$ cat src/rtl/mem_stage_pkg.sv
// Shared widths and bundle layouts for the memory stage.
// Execute and writeback use the same field orders.
package mem_stage_pkg;

  localparam int EX_TO_MEM_DATA_WIDTH  = 79;
  localparam int EX_TO_MEM_EXCEP_WIDTH = 87;
  localparam int MEM_TO_WB_DATA_WIDTH  = 70;
  localparam int MEM_TO_WB_EXCEP_WIDTH = 119;
  localparam int MEM_RF_ZIP_WIDTH      = 40;

  typedef struct packed {
    logic        rf_we;
    logic [4:0]  rf_waddr;
    logic [31:0] pc;
    logic [31:0] ex_result;
    logic        ld_b;
    logic        ld_bu;
    logic        ld_h;
    logic        ld_hu;
    logic        ld_w;
    logic        mem_req;
    logic        res_from_mul;
    logic        mul_h;
    logic        res_from_div;
  } ex_mem_t;

  typedef struct packed {
    logic        res_from_csr;
    logic [13:0] csr_num;
    logic        csr_we;
    logic [31:0] csr_wmask;
    logic [31:0] csr_wvalue;
    logic        ertn;
    logic        has_int;
    logic        adef;
    logic        syscall;
    logic        brk;
    logic        ale;
    logic        ine;
  } excep_t;

  typedef struct packed {
    logic        rf_we;
    logic [4:0]  rf_waddr;
    logic [31:0] pc;
    logic [31:0] final_result;
  } mem_wb_t;

  function automatic logic any_excep(excep_t e);
    return e.ertn | e.has_int | e.adef | e.syscall
         | e.brk | e.ale | e.ine;
  endfunction

endpackage

$ cat src/rtl/mem_load_align.sv
// Load data alignment: picks buffered or live response,
// then selects and extends the byte/half/word.
module mem_load_align
  import mem_stage_pkg::*;
(
  input  logic        rbuf_valid,
  input  logic [31:0] rbuf,
  input  logic [31:0] rdata,
  input  logic [1:0]  off,
  input  logic        ld_b,
  input  logic        ld_bu,
  input  logic        ld_h,
  input  logic        ld_hu,
  input  logic        ld_w,
  output logic [31:0] value
);

  logic [31:0] word;
  logic [7:0]  byte_v;
  logic [15:0] half_v;

  always_comb begin
    word   = rbuf_valid ? rbuf : rdata;
    byte_v = word[{off, 3'b000} +: 8];
    half_v = off[1] ? word[31:16] : word[15:0];
    value  = word;
    unique case (1'b1)
      ld_b:    value = {{24{byte_v[7]}}, byte_v};
      ld_bu:   value = {24'd0, byte_v};
      ld_h:    value = {{16{half_v[15]}}, half_v};
      ld_hu:   value = {16'd0, half_v};
      ld_w:    value = word;
      default: value = word;
    endcase
  end

endmodule

$ cat src/rtl/mem_stage.sv
// Memory-access stage: completes SRAM responses, buffers them
// across writeback stalls and absorbs responses of flushed ops.
module mem_stage
  import mem_stage_pkg::*;
(
  input  logic                             clk,
  input  logic                             resetn,
  output logic                             mem_allowin,
  input  logic                             ex_to_mem_valid,
  input  logic [EX_TO_MEM_DATA_WIDTH-1:0]  ex_to_mem_data,
  input  logic [EX_TO_MEM_EXCEP_WIDTH-1:0] ex_to_mem_excep,
  input  logic [63:0]                      mul_result,
  input  logic                             data_sram_data_ok,
  input  logic [31:0]                      data_sram_rdata,
  input  logic                             wb_allowin,
  output logic                             mem_to_wb_valid,
  output logic [MEM_TO_WB_DATA_WIDTH-1:0]  mem_to_wb_data,
  output logic [MEM_TO_WB_EXCEP_WIDTH-1:0] mem_to_wb_excep,
  output logic [MEM_RF_ZIP_WIDTH-1:0]      mem_rf_zip,
  output logic                             mem_to_ex_excep,
  input  logic                             mem_flush
);

  logic        mem_valid;
  ex_mem_t     data_reg;
  excep_t      excep_reg;
  logic        rbuf_valid;
  logic [31:0] rbuf;
  logic [1:0]  discard_cnt;

  logic        drop;
  logic        got_resp;
  logic        ready_go;
  logic        advance;
  logic        take;
  logic        pend;
  logic        inc;
  logic        is_load;
  logic        load_block;
  logic [31:0] ld_data;
  logic [31:0] final_result;
  mem_wb_t     wb_bus;
  logic        unused_div;

  assign drop     = data_sram_data_ok & (discard_cnt != 2'd0);
  assign got_resp = rbuf_valid
                  | (data_sram_data_ok & (discard_cnt == 2'd0));
  assign ready_go = ~data_reg.mem_req | got_resp;

  assign mem_allowin = ~mem_valid
                     | (ready_go & wb_allowin)
                     | mem_flush;
  assign mem_to_wb_valid = mem_valid & ready_go & ~mem_flush;
  assign advance = mem_to_wb_valid & wb_allowin;

  assign take = data_sram_data_ok & ~drop & mem_valid
              & data_reg.mem_req & ~rbuf_valid;
  assign pend = mem_valid & data_reg.mem_req & ~got_resp;
  assign inc  = mem_flush & pend;

  assign is_load = data_reg.ld_b | data_reg.ld_bu | data_reg.ld_h
                 | data_reg.ld_hu | data_reg.ld_w;

  mem_load_align u_align (
    .rbuf_valid (rbuf_valid),
    .rbuf       (rbuf),
    .rdata      (data_sram_rdata),
    .off        (data_reg.ex_result[1:0]),
    .ld_b       (data_reg.ld_b),
    .ld_bu      (data_reg.ld_bu),
    .ld_h       (data_reg.ld_h),
    .ld_hu      (data_reg.ld_hu),
    .ld_w       (data_reg.ld_w),
    .value      (ld_data)
  );

  always_comb begin
    final_result = data_reg.ex_result;
    unique case (1'b1)
      is_load:               final_result = ld_data;
      data_reg.res_from_mul: final_result = data_reg.mul_h
                                          ? mul_result[63:32]
                                          : mul_result[31:0];
      default:               final_result = data_reg.ex_result;
    endcase
  end

  // mul counts as blocking so EX never forwards a half-ready product
  assign load_block = mem_valid
                    & (is_load | data_reg.res_from_mul)
                    & ~ready_go;

  assign wb_bus.rf_we        = data_reg.rf_we;
  assign wb_bus.rf_waddr     = data_reg.rf_waddr;
  assign wb_bus.pc           = data_reg.pc;
  assign wb_bus.final_result = final_result;

  assign mem_to_wb_data  = wb_bus;
  assign mem_to_wb_excep = {excep_reg, data_reg.ex_result};
  assign mem_rf_zip      = {excep_reg.res_from_csr, load_block,
                            data_reg.rf_we & mem_valid,
                            data_reg.rf_waddr, final_result};
  assign mem_to_ex_excep = mem_valid & any_excep(excep_reg);
  assign unused_div      = data_reg.res_from_div;

  always_ff @(posedge clk) begin
    if (!resetn) begin
      mem_valid   <= 1'b0;
      rbuf_valid  <= 1'b0;
      discard_cnt <= 2'd0;
    end else begin
      if (mem_flush)
        mem_valid <= 1'b0;
      else if (mem_allowin)
        mem_valid <= ex_to_mem_valid;

      if (mem_flush | advance)
        rbuf_valid <= 1'b0;
      else if (take)
        rbuf_valid <= 1'b1;

      if (inc & ~drop) begin
        if (discard_cnt != 2'd3)
          discard_cnt <= discard_cnt + 2'd1;
      end else if (drop & ~inc) begin
        discard_cnt <= discard_cnt - 2'd1;
      end
    end
  end

  always_ff @(posedge clk) begin
    if (ex_to_mem_valid & mem_allowin) begin
      data_reg  <= ex_to_mem_data;
      excep_reg <= ex_to_mem_excep;
    end
    if (take & ~advance)
      rbuf <= data_sram_rdata;
  end

endmodule

$ cat config.mk
export PLATFORM = sky130hd
export DESIGN_NAME = mem_stage
export DESIGN_NICKNAME = d
export VERILOG_FILES = /design/src/rtl/mem_stage_pkg.sv /design/src/rtl/mem_load_align.sv /design/src/rtl/mem_stage.sv
export SDC_FILE = /design/constraint.sdc
export NUM_CORES = 1
export LEC_CHECK = 0
export CAP_MARGIN = 20
export CORE_AREA = 5 5 193 195
export DETAILED_ROUTE_END_ITERATION = 10
export DIE_AREA = 0 0 198 200
export HOLD_SLACK_MARGIN = 0.08
export SYNTH_ARGS = -nofsm -noshare
export SYNTH_HDL_FRONTEND = slang
export SYNTH_SLANG_ARGS = --single-unit
$ cat constraint.sdc
create_clock -name clk -period 5.9 [get_ports clk]
set_input_delay 0.885 -clock clk [delete_from_list [all_inputs] [get_ports clk]]
set_output_delay 0.885 -clock clk [all_outputs]
set_load 0.05 [all_outputs]
==> impl_metrics.yaml, run 1 <==
synthesis:
  synth_ff_type: "edfxtp_1"
  yosysSeqAreaShare: 0.663
  netlist-cell-type-count: 48
  syn_nets: 861
  synth.cell_area_um2: 9040
  ys_warn_count: 0
  syn_area_per_cell_um2: 15.2
  synth-seq-cells: 201
  synthArstFlopShare: 0
  synthCells: 593
  synth_edf_count: 197
drt:
  wl_per_cell_um: 23.2
  wl_um: 34100
  top_layer: "met5"
  ant_nets: 0
  vias: 6353
  wl_met1_um: 12700
  wl_met2_um: 17200
  drt_first_pass_iters: 5
  met3_length_um: 3290
  drc_errors: 0
  drt_iter0_drc: 304
  viasPerCell: 4.32
power_and_ir_drop:
  pwr-share-seq: 0.405
  pwr-share-clk: 0.343
  p_total_w: 0.00416
  p_comb_frac: 0.251
  ir_drop_mv: 0.242
  switching_power_w: 0.00127
  powerDensity_nw_per_um2: 286
  internal_power_w: 0.00288
  p_leak_nw: 4.97
  power_switching_share: 0.306
worst_setup_path:
  path_class: "flip-flop to output port"
  r2r-end: "mem_to_wb_excep[80]"
  cp-end-kind: "output port"
  critPathMaxFanout: 9
  ff2ff_path_depth: 5
  start_kind: "flip-flop"
  cp.arrival_ns: 3.84
  reg2reg_from: "rbuf_valid"
  ff2ff_setup_slack_ns: 3.27
  cp.required_ns: 5.02
timing:
  relSlewSlack: 0.390
  period_needed_ns: 4.73
  hold_viol: 0
  fin_worst_skew_ns: 0.00833
  finalCritPeriodShare: 0.801
  fmax_mhz: 212
  setup_viol: 0
  slew_viol_final: 0
  rsz0062_at_grt: "false"
  finalSetupTns_ns: 0
  tightest_slew_ns: 0.916
hold_path:
  hold_start: "discard_cnt[1]"
  min_to: "discard_cnt[1]"
  hold_class: "flip-flop to flip-flop"
  min_path_cells: 2
floorplan:
  initial_core_util: 0.257
  die_w_um: 198
  die_h_um: 200
  rows: 69
  fp.coreArea_um2: 35200
  dieArea_um2: 39600
  io_pins: 500
placement:
  place_congestion: 0.780
  numPortBuffers: 498
  dp_hpwl_um: 26900
  dp.cells: 1425
global_route:
  grt_pass1_vias: 6875
  antenna_found_initial: 3
  grt_max_degree: 89
  grt_use_total: 0.162
  grt_first_pass_wirelength_um: 46800
  grt_overflow: 0
job:
  cap_viol_max_count: 0
finish:
  largest_register_ffs: 118
  area_growth_pct: 60.5
  final_cell_mix: "clkdlybuf4s50_1, edfxtp_1, mux2_2"
  nets: 1258
  multiInputGateArea_um2: 2090
  drive_gt1_frac: 0.116
  diodes: 0
  utilization: 0.412
  fin_cells: 1469
  fillCellCount: 3337
  regArea_um2: 6000
  layout_commonest_cell: "clkdlybuf4s50_1"
status:
  status: "completed"
clock_tree:
  hold_buffers: 0
  numCtsBuffers: 24
  cts_sinks: 201
  clock_path_buffers: 3
  root_buffer: "clkbuf_16"
  clock_latency_ns: 0.52
  cts_max_level: 1
  cts_tree: "built"
  cts_setup_buffers: 0
  cts.repair.resized: 0
  clk_pin_slew_ns: 0.06
-- cell usage after synthesis, types with 3 or more instances --
master    instances  area share
nor3_1            4      0.0022
mux2i_1          14       0.015
buf_4           109       0.091
a222oi_1          6      0.0066
nor2b_1           9      0.0062
nor2_1            5      0.0021
o21ai_0          20       0.011
o211ai_1          8      0.0066
nor3b_1          10      0.0083
a21oi_1           5      0.0028
mux4_2            7       0.017
nand4_1           7      0.0048
clkbuf_1         15      0.0062
a21boi_0          3      0.0025
edfxtp_1        197        0.65
a221o_1          16       0.018
a22o_1            8      0.0078
inv_1             4      0.0017
dfxtp_1           4      0.0089
buf_2             6      0.0033
nand2b_1         14      0.0097
mux2_2           55       0.069
nand2_1          35       0.015
buf_1             3      0.0012
-- cells by family after synthesis --
family	synth area share
flip-flops	0.663
AO/OA/AOI/OAI	0.0678
multiplexers	0.103
AND/OR/NAND/NOR	0.0590
buffers and inverters	0.107
-- per-layer routing --
metal | vias up | global-route usage
met5 | - | 0
met4 | 6 | 0.0444
met3 | 48 | 0.0601
met2 | 292 | 0.280
met1 | 3051 | 0.190
li1 | 2956 | -
-- worst max-delay path by stage --
stage	to	cells after the start	start
floorplan	data_reg[1]	4	data_sram_data_ok
global placement	mem_rf_zip[24]	6	data_sram_rdata[15]
detailed placement	mem_rf_zip[24]	6	data_sram_rdata[15]
CTS	mem_to_wb_data[0]	5	data_reg[2]
global route	mem_rf_zip[0]	5	data_reg[4]
finish	mem_to_wb_data[0]	5	data_reg[2]
-- final cells by class --
type / instances / area share
sequential: 201 / 0.413
timing repair buffer: 507 / 0.350
multi-input combinational: 252 / 0.144
clock buffer: 30 / 0.0444
tap: 461 / 0.0397
clock inverter: 14 / 0.00759
inverter: 4 / 0.00103
-- power by group through the flow --
stage	logic [W]	registers, W	clock network (W)
floorplan	0.000527	0.00183	0
global placement	0.00105	0.00171	0
detailed placement	0.00105	0.00171	0
CTS	0.00106	0.00169	0.00148
global route	0.00109	0.00169	0.00154
finish	0.00104	0.00168	0.00143
-- through the flow --
stage          worst slack (ns)  area, µm²  hold slack, ns
4_1_cts                   0.997      14500           0.507
3_5_place_dp               1.35      13800           0.498
3_3_place_gp               1.34      13800           0.485
2_1_floorplan              1.51       9040           0.463
6_report                   1.17      14500           0.516
5_1_grt                   0.951      14500           0.551
-- worst max-delay path, cell delays in order (launching register included) --
cell and delay (ns):
edfxtp_1 0.38, nor2_1 0.70, and2_0 0.78, o21ai_0 0.38, o211ai_1 0.23, clkdlybuf4s50_1 0.85
No activity file was read; power rests on OpenSTA's default activity.
==> inputs of run 2 (changes only) <==
Settings changed: CORE_AREA 5 5 193 195 to 5 5 194 196, DIE_AREA 0 0 198 200 to 0 0 199 201.
Clock period 5.9 ns to 4.55 ns, I/O delays scaled along.
==> run 2 against run 1 <==
  * Setup slack worse by 0.87 ns
  * Cell count rose by 0.68%
  * Largest cell class unchanged
  * Via count increased by 0.14%
  * Core utilization fell by 0.62 points
  * Critical endpoint is now mem_rf_zip[10]
  * Critical path depth did not move
  * Design area up 0.42%
  * Sequential power rose by 30%
  * Non-clock buffer count increased by 5
  * Clock power up 23%
==> impl_metrics.yaml, run 2 (synthesized netlist as in run 1, its figures left out) <==
status:
  status: "completed"
worst_setup_path:
  cp-end-kind: "output port"
  ff2ff_setup_slack_ns: 1.91
  slowest_stage: "edfxtp_1"
  worstPathCellList: "mux2_2, o22ai_2, or3_1, nand4_1, clkdlybuf4s50_1"
  start_kind: "flip-flop"
  path_class: "flip-flop to output port"
  cp_slowest_stage_delay_ns: 0.85
  critPathMaxFanout: 15
  cp.arrival_ns: 3.57
  cp.required_ns: 3.87
floorplan:
  rows: 70
  io_pins: 500
  initial_core_util: 0.252
  die_h_um: 201
  die_w_um: 199
  dieArea_um2: 40000
  fp.coreArea_um2: 35900
clock_tree:
  cts_tree: "built"
  clock_latency_ns: 0.53
  cts_max_level: 1
  cts.repair.resized: 0
  clock_path_buffers: 3
  root_buffer: "clkbuf_16"
  clk_pin_slew_ns: 0.05
  cts_sinks: 201
  numCtsBuffers: 24
global_route:
  grt_use_total: 0.163
  grt_pass1_vias: 6935
  antenna_found_initial: 4
  grt_first_pass_wirelength_um: 47800
  grt_max_degree: 59
  grt_overflow: 0
placement:
  place_congestion: 0.779
  dp_hpwl_um: 27100
  numPortBuffers: 498
finish:
  utilization: 0.406
  nets: 1263
  drive_gt1_frac: 0.136
  largest_register_ffs: 118
  final_cell_mix: "clkdlybuf4s50_1, edfxtp_1, mux2_2"
  layout_commonest_cell: "clkdlybuf4s50_1"
  multiInputGateArea_um2: 2090
  area_growth_pct: 61.2
  fillCellCount: 3401
  regArea_um2: 6000
power_and_ir_drop:
  p_leak_nw: 5.03
  powerDensity_nw_per_um2: 365
  ir_drop_mv: 0.343
timing:
  fin_worst_skew_ns: 0.00940
  finalSetupTns_ns: 0
  hold_viol: 0
  rsz0062_at_grt: "false"
  slew_viol_final: 0
  tightest_slew_ns: 0.805
  relSlewSlack: 0.463
  fmax_mhz: 235
  finalCritPeriodShare: 0.934
  period_needed_ns: 4.25
  setup_viol: 0
job:
  cap_viol_max_count: 0
drt:
  viasPerCell: 4.30
  wl_um: 34000
  drc_errors: 0
  wl_per_cell_um: 23.0
  drt_iter0_drc: 340
  ant_nets: 0
  drt_first_pass_iters: 7
  vias: 6362
hold_path:
  hold_class: "flip-flop to flip-flop"
run 2: layer usage:
metal	track usage	up-vias	share of wire
met3	0.0537	41	0.089
met1	0.191	3073	0.38
met2	0.290	286	0.51
met5	0	-	0.00079
li1	-	2958	-
met4	0.0349	4	0.018
run 2: metrics by stage:
stage | instance area, µm² | instances | worst slack, ns | hold slack [ns] | total power (W)
3_3_place_gp | 13800 | 1436 | 0.457 | 0.475 | 0.00360
3_5_place_dp | 13800 | 1436 | 0.423 | 0.487 | 0.00361
5_1_grt | 14600 | 1479 | 0.129 | 0.524 | 0.00553
2_1_floorplan | 9040 | 593 | 0.366 | 0.463 | 0.00305
6_report | 14600 | 1479 | 0.299 | 0.495 | 0.00532
4_1_cts | 14600 | 1477 | 0.0133 | 0.496 | 0.00541
run 2: area by class of cell:
cell class	instances	area share
flip-flops and latches	201	0.411
clock buffers	28	0.0422
repair buffers	512	0.355
inverters	4	0.00103
diodes	1	0.000172
multi-input cells	252	0.144
well taps	468	0.0402
clock inverters	13	0.00678
run 2: worst paths after layout:
path	start	endpoint	cells after the start
max	mem_to_wb_excep[1]	mem_rf_zip[10]	5
min	discard_cnt[1]	discard_cnt[1]	2
max reg2reg	rbuf_valid	mem_to_wb_data[33]	6
min reg2reg	discard_cnt[1]	discard_cnt[1]	2
run 2: critical path: cells and delay by family (launching register included):
family,cells,cell delay [ns]
AO/OA/AOI/OAI,1,0.26
multiplexers,1,0.44
AND/OR/NAND/NOR,2,0.67
flip-flops,1,0.85
buffers and inverters,1,0.81
run 2: timing repair:
item                       4_1_cts  5_1_grt
hold buffers                     0        0
setup endpoints to repair        0       25
buffers inserted                 0        1
hold endpoints to repair         0        0
run 2: where the power goes:
| part | switching [W] | internal [W] | leakage (nW) | total, W |
|---|---|---|---|---|
| combinational | 0.000823 | 0.000549 | 2.75 | 0.00137 |
| clock | 0.000746 | 0.00102 | 0.351 | 0.00176 |
| sequential | 0.0000436 | 0.00214 | 1.93 | 0.00219 |
| total | 0.00161 | 0.00371 | 5.03 | 0.00532 |
